`src/rtl/gpio_input_debouncer_pkg.sv`:
```
`default_nettype none
// ============================================================================
// Module   : gpio_input_debouncer_pkg
// Brief    : Width helpers shared by the GPIO input debouncer and its bit cell.
// Revision : 1.0 - initial release
// ============================================================================
package gpio_input_debouncer_pkg;

    // Prescaler counts 0..n-1; a single-cycle period still needs one bit.
    function automatic int presc_width(input int n);
        return (n > 1) ? $clog2(n) : 1;
    endfunction

    function automatic int cnt_width(input int stable_ticks);
        return $clog2(stable_ticks + 1);
    endfunction

endpackage : gpio_input_debouncer_pkg
`default_nettype wire

```
`src/rtl/gpio_debounce_bit.sv`:
```
`default_nettype none
// ============================================================================
// Module   : gpio_debounce_bit
// Brief    : One-pin stability counter with debounced output and edge strobes.
// Revision : 1.0 - initial release
// ============================================================================
module gpio_debounce_bit
    import gpio_input_debouncer_pkg::*;
#(
    parameter int   STABLE_TICKS = 8,
    parameter logic RESET_VALUE  = 1'b0
) (
    input  logic clk_i,
    input  logic rst_ni,
    input  logic enable_i,
    input  logic tick_i,
    input  logic sync_i,
    output logic out_o,
    output logic rise_o,
    output logic fall_o
);

    localparam int            CW       = cnt_width(STABLE_TICKS);
    localparam logic [CW-1:0] CNT_LAST = CW'(STABLE_TICKS - 1);

    logic [CW-1:0] cnt_q, cnt_d;
    logic          out_q, out_d;
    logic          rise_q, fall_q;

    always_comb begin
        cnt_d = cnt_q;
        out_d = out_q;
        if (!enable_i) begin
            cnt_d = '0;
            out_d = sync_i;
        end else if (tick_i) begin
            if (sync_i == out_q) begin
                cnt_d = '0;
            end else if (cnt_q == CNT_LAST) begin
                out_d = ~out_q;
                cnt_d = '0;
            end else begin
                cnt_d = cnt_q + CW'(1);
            end
        end
    end

    // Strobes derive from out_d so they appear in the same cycle as the new level.
    always_ff @(posedge clk_i) begin
        if (!rst_ni) begin
            cnt_q  <= '0;
            out_q  <= RESET_VALUE;
            rise_q <= 1'b0;
            fall_q <= 1'b0;
        end else begin
            cnt_q  <= cnt_d;
            out_q  <= out_d;
            rise_q <= out_d & ~out_q;
            fall_q <= ~out_d & out_q;
        end
    end

    assign out_o  = out_q;
    assign rise_o = rise_q;
    assign fall_o = fall_q;

endmodule : gpio_debounce_bit
`default_nettype wire

```
`src/rtl/gpio_input_debouncer.sv`:
```
`default_nettype none
// ============================================================================
// Module   : gpio_input_debouncer
// Brief    : Per-bank pad synchroniser, tick prescaler and per-pin debouncers.
// Revision : 1.0 - initial release
// ============================================================================
module gpio_input_debouncer
    import gpio_input_debouncer_pkg::*;
#(
    parameter int               WIDTH        = 5,
    parameter int               PRESCALE     = 100000,
    parameter int               STABLE_TICKS = 8,
    parameter logic [WIDTH-1:0] RESET_VALUE  = {WIDTH{1'b0}}
) (
    input  logic             io_clock,
    input  logic             io_reset_n,
    input  logic             io_enable,
    input  logic [WIDTH-1:0] io_pins_in,
    output logic [WIDTH-1:0] io_pins_out,
    output logic [WIDTH-1:0] io_rise,
    output logic [WIDTH-1:0] io_fall
);

    localparam int            PW        = presc_width(PRESCALE);
    localparam logic [PW-1:0] PRESC_MAX = PW'(PRESCALE - 1);

    logic [WIDTH-1:0] sync0_q, sync1_q;
    logic [PW-1:0]    presc_q, presc_d;
    logic             tick;

    always_ff @(posedge io_clock) begin
        if (!io_reset_n) begin
            sync0_q <= RESET_VALUE;
            sync1_q <= RESET_VALUE;
        end else begin
            sync0_q <= io_pins_in;
            sync1_q <= sync0_q;
        end
    end

    // Held at zero in bypass so re-enabling begins a full prescale period.
    assign tick = io_enable && (presc_q == PRESC_MAX);

    always_comb begin
        presc_d = presc_q;
        if (!io_enable || tick) begin
            presc_d = '0;
        end else begin
            presc_d = presc_q + PW'(1);
        end
    end

    always_ff @(posedge io_clock) begin
        if (!io_reset_n) begin
            presc_q <= '0;
        end else begin
            presc_q <= presc_d;
        end
    end

    for (genvar i = 0; i < WIDTH; i++) begin : g_pin
        gpio_debounce_bit #(
            .STABLE_TICKS (STABLE_TICKS),
            .RESET_VALUE  (RESET_VALUE[i])
        ) u_bit (
            .clk_i    (io_clock),
            .rst_ni   (io_reset_n),
            .enable_i (io_enable),
            .tick_i   (tick),
            .sync_i   (sync1_q[i]),
            .out_o    (io_pins_out[i]),
            .rise_o   (io_rise[i]),
            .fall_o   (io_fall[i])
        );
    end

endmodule : gpio_input_debouncer
`default_nettype wire

```
`config.mk`:
```
export PLATFORM = sky130hd
export DESIGN_NAME = gpio_input_debouncer
export DESIGN_NICKNAME = d
export VERILOG_FILES = /design/src/rtl/gpio_input_debouncer_pkg.sv /design/src/rtl/gpio_debounce_bit.sv /design/src/rtl/gpio_input_debouncer.sv
export SDC_FILE = /design/constraint.sdc
export NUM_CORES = 1
export LEC_CHECK = 0
export ABC_AREA = 1
export CAP_MARGIN = 20
export CORE_MARGIN = 2
export CORE_UTILIZATION = 53
export CTS_CLUSTER_DIAMETER = 40
export DETAILED_ROUTE_END_ITERATION = 12
export PLACE_DENSITY_LB_ADDON = 0.2
export SETUP_SLACK_MARGIN = 0.4
export SLEW_MARGIN = 25
export SYNTH_ARGS = -nofsm -noshare
export SYNTH_HDL_FRONTEND = slang
export SYNTH_SLANG_ARGS = --single-unit
```
`constraint.sdc`:
```
create_clock -name io_clock -period 2.7 [get_ports io_clock]
set_input_delay 0.54 -clock io_clock [delete_from_list [all_inputs] [get_ports io_clock]]
set_output_delay 0.54 -clock io_clock [all_outputs]
set_load 0.02 [all_outputs]
```
==> metrics.txt <==
Max Root-Sink Buffers 2; CTS Buf Count 9; H-tree level count 3; status finished clean; GRT Residual Overflow 0; hold crit path type flip-flop to flip-flop; antenna violations before repair 0; Slew HR approximately 73%; unrepaired setup endpoints after global routing false; TNS Setup 0 ns; Reg-to-Reg End g_pin[2].u_bit.cnt_q[1]; hold path depth 2; Setup crit end kind flip-flop; mux cell area share after synthesis 0%; Worst-Margin Slew 0.4039 ns; post-synthesis xor/xnor area fraction between 4 and 5%; clock power share a little over two fifths; register area share after synthesis a little under 40%; Worst EP required a little under 3 ns; core footprint 5816 sq um; Setup Skew 0.007282 ns; Synth Area in Simple Gates 34.54%; hold slack final 0.4125 ns; Switch Pwr around 410 uW; critical path type input port to flip-flop; Iteration-0 DRC Markers between 100 and 150; compound-cell area share of the yosys netlist 6.088%; largest net degree at the start of global routing 29; RR Startpoint presc_q[0]; Synth warnings 0; Sink Count between 60 and 70; fin nets roughly 460; synthesized area 3144 sq um; Synth Area in Adders under 10%; vias in the first global route about 2,400; Startpoint Class input port; Synth-to-Final Area Change 10.55%; share of layout cells above drive strength 1 between 10% and 20%; DIE WIDTH roughly 81 um; most common cell after layout, fill and taps aside nand2_1; first-pass GRT wire length between 10,000 and 15,000 um; post_cts resized 0; number of port buffers 22; Clock Latency Late Sink roughly 0.34 ns; commonest non-fill, non-tap cells in the layout nand2_1, dfxtp_1, inv_1; CTS tree done; #FFs+latches synth between 60 and 70; Die Area 6565 sq um; WHS Endpoint sync1_q[0]; fin crit share between 70 and 80%; Arr. time, crit path between 2 and 2.5 ns; Final Critical Period 1.939 ns; static leakage 1.604 nW; GRT Overall Usage between 20% and 30%; final max-slew violation count 0; final setup fails 0; Post-CTS Setup Bufs 0; setup slack, reg-to-reg around 1.0 ns; post-cts hold buffer count 0; post-route ant nets 0; DR vias 2,608; Die Span Y 81.03 um; Max VDD drop approximately 330 uV; Logic pwr share 5.9%; Internal Pwr Total about 1.4 mW; diode count 0; sw frac between 20% and 30%; fmax between 0.5 and 0.6 GHz; largest family of logic cells by synthesized area simple AND/OR/NAND/NOR gates; synth unique cells 32; crit-path max FO 22; Clock Tree Root clkbuf_8; fillers approximately 560; row cnt 28; FF-to-FF path depth 8; Hold Violations, Final 0; WL per Instance about 12 um; Post-DP HPWL between 4000 and 5000 um; Top Ports 23; CTS clk-pin slew, worst paths about 0.07 ns; P per Cell Area 519.9 nW/um^2; Max Cap Violations 0; TritonRoute pass-1 iters 5; Syn Nets roughly 450; final wirelength 6197 um; effective utilization at floorplan a little over half; sequential power share a little over half; hold path start sync0_q[0]; synthesized area per cell between 7 and 8 sq um; DRC errors left 0; Post-Synthesis Cells 432; GP Congestion 0.8186; drt via density 5.006
-- area by class of cell --
class | count | area, sq um | share of cell area, %
clock inverters | 5 | 50.05 | 1.440
repair buffers | 24 | 235.2 | 6.767
inverters | 64 | 240.2 | 6.911
clock buffers | 11 | 131.4 | 3.780
multi-input cells | 280 | 1484 | 42.69
well taps | 75 | 93.84 | 2.700
flip-flops and latches | 62 | 1241 | 35.71
-- synthesized netlist by cell type --
library cell | n | share of area [%]
nor2_2 | 5 | 0.99
buf_8 | 1 | 0.48
ha_1 | 6 | 2.4
nor3_1 | 4 | 0.64
and3_1 | 5 | 0.99
inv_1 | 58 | 6.9
buf_1 | 1 | 0.12
or3_1 | 1 | 0.20
xnor2_1 | 3 | 0.84
nand2_2 | 4 | 0.80
nor2_8 | 1 | 0.64
nand3_2 | 2 | 0.64
nand2_4 | 1 | 0.36
nor2_1 | 40 | 4.8
o21ai_2 | 3 | 0.84
buf_6 | 1 | 0.36
buf_2 | 2 | 0.32
nand3_1 | 45 | 7.2
nand3_4 | 1 | 0.56
nand4_1 | 19 | 3.8
or2_0 | 1 | 0.20
nand2_1 | 87 | 10
or2_2 | 1 | 0.20
nand4_2 | 2 | 0.80
inv_2 | 6 | 0.72
clkbuf_1 | 5 | 0.60
a21oi_1 | 30 | 4.8
dfxtp_1 | 62 | 39
buf_4 | 16 | 3.8
nor2_4 | 4 | 1.4
o21ai_0 | 3 | 0.48
xor2_1 | 12 | 3.3
-- worst max-delay path, stage by stage --
cell	delay, ns
clkdlybuf4s50_1	0.42
nand2_1	0.33
inv_1	0.31
nand2_4	0.32
nand2_1	0.10
o21ai_0	0.09
inv_1	0.05
-- state kept, by name, summed over array words and instances, names as in the netlist --
name                cells
g_pin.u_bit.cnt_q      20
g_pin.u_bit.fall_o      5
g_pin.u_bit.out_o       5
sync0_q                 5
g_pin.u_bit.rise_o      5
sync1_q                 5
presc_q                17
-- power by group through the flow --
stage	clock [mW]	sequential [mW]	combinational (mW)
after floorplan	0	0.958	0.0809
after global placement	0	0.960	0.105
after detailed placement	0	0.961	0.107
after CTS	0.776	0.940	0.108
after global routing	0.825	0.942	0.121
final	0.760	0.940	0.107
-- worst max-delay path by stage --
| stage | start | endpoint |
|---|---|---|
| final | io_reset_n | g_pin[2].u_bit.cnt_q[1] |
| after global routing | io_reset_n | g_pin[2].u_bit.cnt_q[1] |
| after CTS | io_reset_n | g_pin[2].u_bit.cnt_q[1] |
| after detailed placement | io_reset_n | g_pin[2].u_bit.cnt_q[1] |
| after global placement | io_reset_n | g_pin[4].u_bit.cnt_q[1] |
| after floorplan | presc_q[0] | g_pin[0].u_bit.cnt_q[2] |
-- kinds of logic after synthesis --
family,after synthesis
xor gates and xnor gates,15
AOI/OAI and AO/OA,36
and+or+nand+nor,223
buffers and inverters,90
DFF,62
adders and majority gates,6
-- per-stage QoR --
stage	setup WS [ns]	instances	cell area, sq um	total power, mW	util, %
global route	0.5670	521	3476	1.888	59.77
finish	0.7612	521	3476	1.807	59.77
detailed placement	0.4114	505	3294	1.068	56.65
global placement	0.4848	505	3294	1.065	56.65
floorplan	1.334	432	3144	1.039	-
CTS	0.7618	521	3476	1.824	59.77
-- routing by layer --
| layer | part of all wire (%) | up-vias | track usage, % | wire length, um |
|---|---|---|---|---|
| met5 | 0 | - | 0 | 0 |
| met4 | 1.5 | 0 | 8.983 | 93 |
| met3 | 4.3 | 9 | 4.333 | 265 |
| met2 | 45 | 45 | 32.98 | 2803 |
| met1 | 49 | 1176 | 29.98 | 3034 |
| li1 | - | 1378 | - | - |
Note: power is estimated with default switching activity, not from simulation.
